`src/rtl/sipo_deframer.sv`:
```
// ============================================================================
// Module   : sipo_deframer
// Purpose  : Serial start-bit deframer, LSB-first data, optional even parity,
//            single-entry valid/ready holding register with overrun pulse.
// Revision : 1.0 - initial release
// ============================================================================
`default_nettype none

module sipo_deframer #(
   parameter int WIDTH     = 4,
   parameter int PARITY_EN = 1
) (
   input  logic             clk,
   input  logic             rst,
   input  logic             si,
   input  logic             bit_en,
   output logic [WIDTH-1:0] data_out,
   output logic             valid,
   input  logic             ready,
   output logic             par_err,
   output logic             overrun
);

   localparam int             c_cw   = (WIDTH > 2) ? $clog2(WIDTH) : 1;
   localparam logic [c_cw-1:0] c_last = c_cw'(WIDTH - 1);
   localparam bit             c_par  = (PARITY_EN != 0);

   typedef enum logic [1:0] {
      ST_IDLE   = 2'd0,
      ST_DATA   = 2'd1,
      ST_PARITY = 2'd2
   } state_t;

   state_t            r_state;
   logic [c_cw-1:0]   r_cnt;
   logic [WIDTH-1:0]  r_shift;

   logic [WIDTH-1:0]  w_word;
   logic              w_perr;
   logic              w_complete;

   // w_word already contains the bit being sampled, so a frame without
   // parity can complete on its last data bit without an extra cycle.
   always_comb begin
      w_word     = r_shift;
      w_perr     = 1'b0;
      w_complete = 1'b0;
      case (r_state)
         ST_DATA: begin
            w_word[r_cnt] = si;
            if (bit_en && (r_cnt == c_last) && !c_par)
               w_complete = 1'b1;
         end
         ST_PARITY: begin
            w_perr     = (^r_shift) ^ si;
            w_complete = bit_en;
         end
         default: ;
      endcase
   end

   always_ff @(posedge clk) begin
      if (rst) begin
         r_state <= ST_IDLE;
         r_cnt   <= '0;
         r_shift <= '0;
      end else if (bit_en) begin
         case (r_state)
            ST_IDLE: begin
               if (si) begin
                  r_state <= ST_DATA;
                  r_cnt   <= '0;
               end
            end
            ST_DATA: begin
               r_shift <= w_word;
               if (r_cnt == c_last) begin
                  r_state <= c_par ? ST_PARITY : ST_IDLE;
                  r_cnt   <= '0;
               end else begin
                  r_cnt <= r_cnt + c_cw'(1);
               end
            end
            ST_PARITY: r_state <= ST_IDLE;
            default:   r_state <= ST_IDLE;
         endcase
      end
   end

   // A consume and a completion in the same cycle hand over directly.
   always_ff @(posedge clk) begin
      if (rst) begin
         data_out <= '0;
         valid    <= 1'b0;
         par_err  <= 1'b0;
         overrun  <= 1'b0;
      end else begin
         overrun <= 1'b0;
         if (valid && ready)
            valid <= 1'b0;
         if (w_complete) begin
            if (!valid || ready) begin
               data_out <= w_word;
               par_err  <= w_perr;
               valid    <= 1'b1;
            end else begin
               overrun <= 1'b1;
            end
         end
      end
   end

endmodule

`default_nettype wire

```
`config.mk`:
```
export PLATFORM = sky130hd
export DESIGN_NAME = sipo_deframer
export DESIGN_NICKNAME = d
export VERILOG_FILES = /design/src/rtl/sipo_deframer.sv
export SDC_FILE = /design/constraint.sdc
export NUM_CORES = 1
export LEC_CHECK = 0
export CORE_MARGIN = 8
export CORE_UTILIZATION = 50
export CTS_BUF_LIST = sky130_fd_sc_hd__clkbuf_4
export CTS_CLUSTER_DIAMETER = 30
export DETAILED_ROUTE_END_ITERATION = 7
export HOLD_SLACK_MARGIN = 0.06
export PLACE_DENSITY = 0.74
export RECOVER_POWER = 25
export SYNTH_ARGS = -nofsm -noshare
export SYNTH_HDL_FRONTEND = slang
export SYNTH_SLANG_ARGS = --single-unit
```
`constraint.sdc`:
```
create_clock -name clk -period 2 [get_ports clk]
set_input_delay 0.4 -clock clk [delete_from_list [all_inputs] [get_ports clk]]
set_output_delay 0.4 -clock clk [all_outputs]
set_load 0.02 [all_outputs]
```
# Yosys cells after proc, flatten, opt, wreduce, memory -nomap -nowiden
# Index checks and enable logic that the tools add are counted.
dict set report classes {
  magnitude_cmp 2
  n_bitwise 2
  n_reduce_logical 12
  muxes 16
  addsub 1
  eq_ne 5
}
# operator count
set op_table {}
lappend op_table {{2-bit 2-to-1 mux} 4}
lappend op_table {{2-bit case mux with 2 select lines} 2}
lappend op_table {{1-bit 2-to-1 mux} 7}
lappend op_table {{3-bit AND reduction} 2}
lappend op_table {{4-bit bitwise mux} 1}
lappend op_table {{2-bit == test (second input constant)} 2}
lappend op_table {{4-bit 2-to-1 mux} 1}
lappend op_table {{2-bit inequality test (second input constant)} 2}
lappend op_table {{2-bit AND reduction} 2}
lappend op_table {{4-bit XOR reduction} 1}
lappend op_table {{2-bit by 3-bit less-than comparator with 1-bit output (second input constant)} 1}
lappend op_table {{2-bit by 1-bit adder with 2-bit output (second input constant)} 1}
lappend op_table {{1-bit demux with 2-bit select} 1}
lappend op_table {{2-bit by 1-bit == test with 1-bit output (second input constant)} 1}
lappend op_table {{2-bit by 1-bit >= comparator with 1-bit output (second input constant)} 1}
lappend op_table {{1-bit logical AND} 2}
lappend op_table {{2-bit logical NOT} 1}
lappend op_table {{2-bit nonzero test} 1}
lappend op_table {{2-bit OR reduction} 1}
lappend op_table {{1-bit logical NOT} 1}
lappend op_table {{1-bit logical OR} 1}
lappend op_table {{1-bit NOT} 1}
lappend op_table {{1-bit bitwise XOR} 1}
dict set report word_totals {
  ff_bits 15
  inputBits 5
  elab_cells 45
}

# Logic depth before layout (Yosys ltp)
dict set report depth {
  depth_word 6
  depth_mapped 6
  depth_no_buf 5
}

# Least setup slack after synthesis
# No wires, ideal clock.
dict set report synth_path {
  kind {flip-flop to flip-flop}
  from {reg r_state[0]}
  to {reg par_err}
  stages_incl_launch_ff 7
  t_arrival_ns 1.042
  slack_ns 0.828
  path_buffers 2
  cell_sequence {dfxtp_1 buf_6 nand3b_4 nor2b_4 buf_6 mux2i_1 nor2_1}
}
dict set report synth_via {
  elab_chain_len 3
  elab_cells_between_ends 4
  classes_between {eq/ne (1); mux (2); reduce/logical (1)}
}
# item line_no
set synth_lines {}
lappend synth_lines {{start, declared} 34} ;# state_t r_state;
lappend synth_lines {{start signal, assigned} 78} ;# r_state <= c_par ? ST_PARITY : ST_IDLE;
lappend synth_lines {{2-bit == test (*)} 48} ;# case (r_state)
lappend synth_lines {{1-bit 2-to-1 mux} 48}
lappend synth_lines {{2-bit AND reduction (no source line)} --}
lappend synth_lines {{end signal, assigned} 104} ;# par_err <= w_perr;
lappend synth_lines {{end, declared} 20} ;# output logic par_err,
# Every way passes the cells marked *; elsewhere a longest branch is shown, timed or not.
# A chain may end at the register's enable or synchronous reset.

# Worst setup path after layout
dict set report layout_path {
  from {reg data_out[0]}
  to {out data_out[0]}
}
# item line_no
set layout_lines {}
lappend layout_lines {{start, declared} 17} ;# output logic [WIDTH-1:0] data_out,
lappend layout_lines {{start signal, assigned} 103} ;# data_out <= w_word;
# No word-level cell between the ends.

==> summary.txt <==
Route
  – Post-detailed-routing wire length: 1490 um
  – Antenna Nets Post-Route: 0
  – 1st-iter DRT viols: 12
  – Routed wire length per instance: 13.3 um
  – DR vias: 624
  – DRC violation count after routing: 0
  – Pre-Repair DR Iteration Count: 4
  – Average vias per placed instance: 5.57

Synthesis
  – Post-Syn Instances: 84
  – Count of different cell masters after synthesis: 27
  – Cell types occupying the most area after synthesis: sky130_fd_sc_hd__dfxtp_1 (37%), sky130_fd_sc_hd__a211oi_2 (6.1%), sky130_fd_sc_hd__ha_1 (6.1%), sky130_fd_sc_hd__mux2i_1 (6.1%), sky130_fd_sc_hd__nand3b_1 (4.6%)
  – Main synth FF type: sky130_fd_sc_hd__dfxtp_1
  – Area of the mapped netlist: 815 um^2
  – Flops & latches, synth: 15
  – Top-area cell type share of the netlist area: 36.9%
  – Leading cell types by count after synthesis: sky130_fd_sc_hd__dfxtp_1 (15), sky130_fd_sc_hd__nand2_1 (8), sky130_fd_sc_hd__a21oi_1 (6), sky130_fd_sc_hd__nor2_1 (6)
  – Post-synth net total: 93
  – Leading area contributor after synthesis: sky130_fd_sc_hd__dfxtp_1
  – Number of warning messages in the yosys log: 0
  – Sequential element share of the synthesized area: 36.9%
  – Share of flip-flops with an asynchronous set or reset: 0%
  – Post-synth EDFFs: 0
  – Avg Cell Area, Syn: 9.70 um^2
  – Most used standard cell by instance count after synthesis: sky130_fd_sc_hd__dfxtp_1

Timing
  – Final count of pins violating max slew: 0
  – Clock skew: 11.3 ps
  – Post-Route Setup TNS: 0 ps
  – Post-route worst setup slack: 340 ps
  – Hold Fails Final Rpt: 0
  – Worst slew margin relative to its limit: 70.7%
  – Hold slack final: 490 ps
  – Transition time of the tightest slew-check pin: 439 ps
  – Tcrit/Tclk final: 83.0%
  – Unrepaired setup endpoints after global routing: false
  – FMAX: 0.602 GHz
  – Endpoints failing setup: 0
  – Time the worst path needs with I/O delays and setup: 1660 ps

Pwr
  – Worst ir drop on vdd: 477 uV
  – Leakage power figure: 0.343 nW
  – Power density over the cells: 590 mW/mm^2
  – Total power: 549 uW

Global routing
  – Antenna violations before repair: 0
  – Via count of the first global-routing pass: 600
  – Total global-route track usage: 9.66%
  – Maximum number of pins on one net before global-route repair: 16
  – Grt ovf: 0
  – Global-route wire length before repair: 2570 um

Clock tree
  – CTS tree: done
  – Clock transition at path regs: 110 ps
  – CTS buffer count: 3
  – Clock insertion delay at the later pin of the skew report: 290 ps
  – Post-CTS setup repair buffer count: 0
  – Total clock sinks: 15
  – Clock Root Buffer: sky130_fd_sc_hd__clkbuf_4
  – Number of levels the H-tree was split into: 1
  – Resized Gates After CTS: 0
  – Bufs on Longest Clock Path: 2
  – Number of buffers inserted for hold repair after clock tree synthesis: 0

Floorplanning
  – Initial standard-cell utilization of the core: 53.4%
  – Die outline height: 56.4 um
  – Count of pins on the block boundary: 12
  – Area of the core region: 0.00152 mm^2
  – Total die area: 0.00318 mm^2
  – Placement row count: 14
  – Die Span X: 56.4 um

Flow run
  – Number of max-cap violations: 0

Placement
  – DP HPWL: 1080 um
  – Port Buf Inserts: 11
  – Gp weighted congestion: 0.748
  – Placement Setup Slack: 185 ps

Worst setup path
  – Largest driver fanout on the critical path: 2
  – Crit. End Element: primary output
  – CP peak stage delay: 610 ps
  – Kind of critical path: reg2out
  – Startpoint class of the critical path: flop
  – CP top delay family: buffers and inverters
  – Critical path data arrival time: 1260 ps
  – Worst path cell trace: clkdlybuf4s50_1
  – Crit path buf inv count: 1
  – Data required time at the worst endpoint: 1600 ps
  – Crit path max-delay cell type: sky130_fd_sc_hd__clkdlybuf4s50_1

Finish
  – Final Core Density: 61.1%
  – Fraction of final layout cells with drive strength greater than 1: 17.7%
  – Net count reported at finish: 106
  – Layout-stage area growth over the synthesis result: 14.3%
  – Antenna Diode Count: 0

Run status
  – Result of the run: complete, no violations

Min path
  – Hold WC Path Type: reg2reg
==> power by group <==
part           switching [mW]  leakage, nW  internal, mW
Sequential            0.00788        0.121         0.303
Clock                   0.109       0.0139        0.0761
Combinational          0.0279        0.208        0.0246
==> worst paths after layout <==
kind / startpoint / endpoint / slack (ps) / cells after the start
max: data_out[0]$_SDFFE_PP0P_ / data_out[0] / 340 / 1
max reg2reg: r_state[0]$_SDFFE_PP0P_ / par_err$_SDFFE_PP0P_ / 590 / 4
min: r_shift[0]$_SDFFE_PP0P_ / r_shift[0]$_SDFFE_PP0P_ / 490 / 2
min reg2reg: r_shift[0]$_SDFFE_PP0P_ / r_shift[0]$_SDFFE_PP0P_ / 490 / 2
==> kinds of logic (layout without fill, tap and decap cells) <==
group                    Yosys count  after routing  share of synthesized area [%]
adder cells (fa/ha/maj)            4              4                           6.14
buffers and inverters              8             20                           6.60
flip-flops                        15             15                           36.9
multiplexers                       5              5                           6.14
AO/OA/AOI/OAI                     14             14                           13.8
AND/OR/NAND/NOR                   35             35                           25.5
XOR/XNOR                           3              3                           4.92
==> stage by stage <==
step	std cells	cell area [um^2]
2_1_floorplan	84	815
3_3_place_gp	108	917
3_5_place_dp	108	917
4_1_cts	112	947
5_1_grt	112	931
6_report	112	931
==> cell usage in the layout (no fill, tap or decap) <==
cell / netlist / final
sky130_fd_sc_hd__inv_1: 2 / 3
sky130_fd_sc_hd__nor3_1: 1 / 1
sky130_fd_sc_hd__nand2_1: 8 / 8
sky130_fd_sc_hd__dfxtp_1: 15 / 15
sky130_fd_sc_hd__a21oi_2: 2 / 2
sky130_fd_sc_hd__ha_1: 4 / 4
sky130_fd_sc_hd__nor2b_4: 1 / 1
sky130_fd_sc_hd__dlygate4sd3_1: 0 / 1
sky130_fd_sc_hd__and3b_1: 1 / 1
sky130_fd_sc_hd__clkbuf_4: 0 / 3
sky130_fd_sc_hd__buf_4: 0 / 1
sky130_fd_sc_hd__or3_1: 1 / 1
sky130_fd_sc_hd__nand2b_1: 2 / 2
sky130_fd_sc_hd__nor2_2: 4 / 4
sky130_fd_sc_hd__nand2_2: 1 / 1
sky130_fd_sc_hd__a22oi_1: 2 / 2
sky130_fd_sc_hd__nand3b_1: 5 / 6
sky130_fd_sc_hd__clkbuf_1: 1 / 1
sky130_fd_sc_hd__clkdlybuf4s50_1: 0 / 10
sky130_fd_sc_hd__a211oi_2: 4 / 4
sky130_fd_sc_hd__nor2_1: 6 / 6
sky130_fd_sc_hd__xor2_1: 1 / 1
sky130_fd_sc_hd__xnor3_1: 1 / 1
sky130_fd_sc_hd__mux2i_1: 5 / 5
sky130_fd_sc_hd__nand3_1: 4 / 4
sky130_fd_sc_hd__xnor2_1: 1 / 1
sky130_fd_sc_hd__clkinvlp_4: 0 / 1
sky130_fd_sc_hd__a21oi_1: 6 / 6
==> cell type report <==
type | count | area [um^2]
clock buffers | 3 | 22.5
clock inverters | 1 | 7.51
fillers | 149 | 593
inverters | 3 | 11.3
multi-input cells | 61 | 448
flip-flops and latches | 15 | 300
well taps | 16 | 20.0
repair buffers | 13 | 121
==> per-layer routing <==
| metal | GRT usage, % | vias to the layer above | share of wire, % | routed length (um) |
|---|---|---|---|---|
| met4 | 1.03 | 0 | 0 | 0 |
| li1 | - | 309 | - | - |
| met1 | 9.72 | 305 | 42 | 632 |
| met5 | 0 | - | 0 | 0 |
| met3 | 4.72 | 0 | 5.2 | 78 |
| met2 | 17.9 | 10 | 52 | 778 |
==> state kept, by name, indices dropped and copies added (netlist names) <==
name and count:
par_err 1, overrun 1, data_out 4, r_state 2, r_cnt 2, r_shift 4, valid 1
Power figures use the tool's default switching activity.
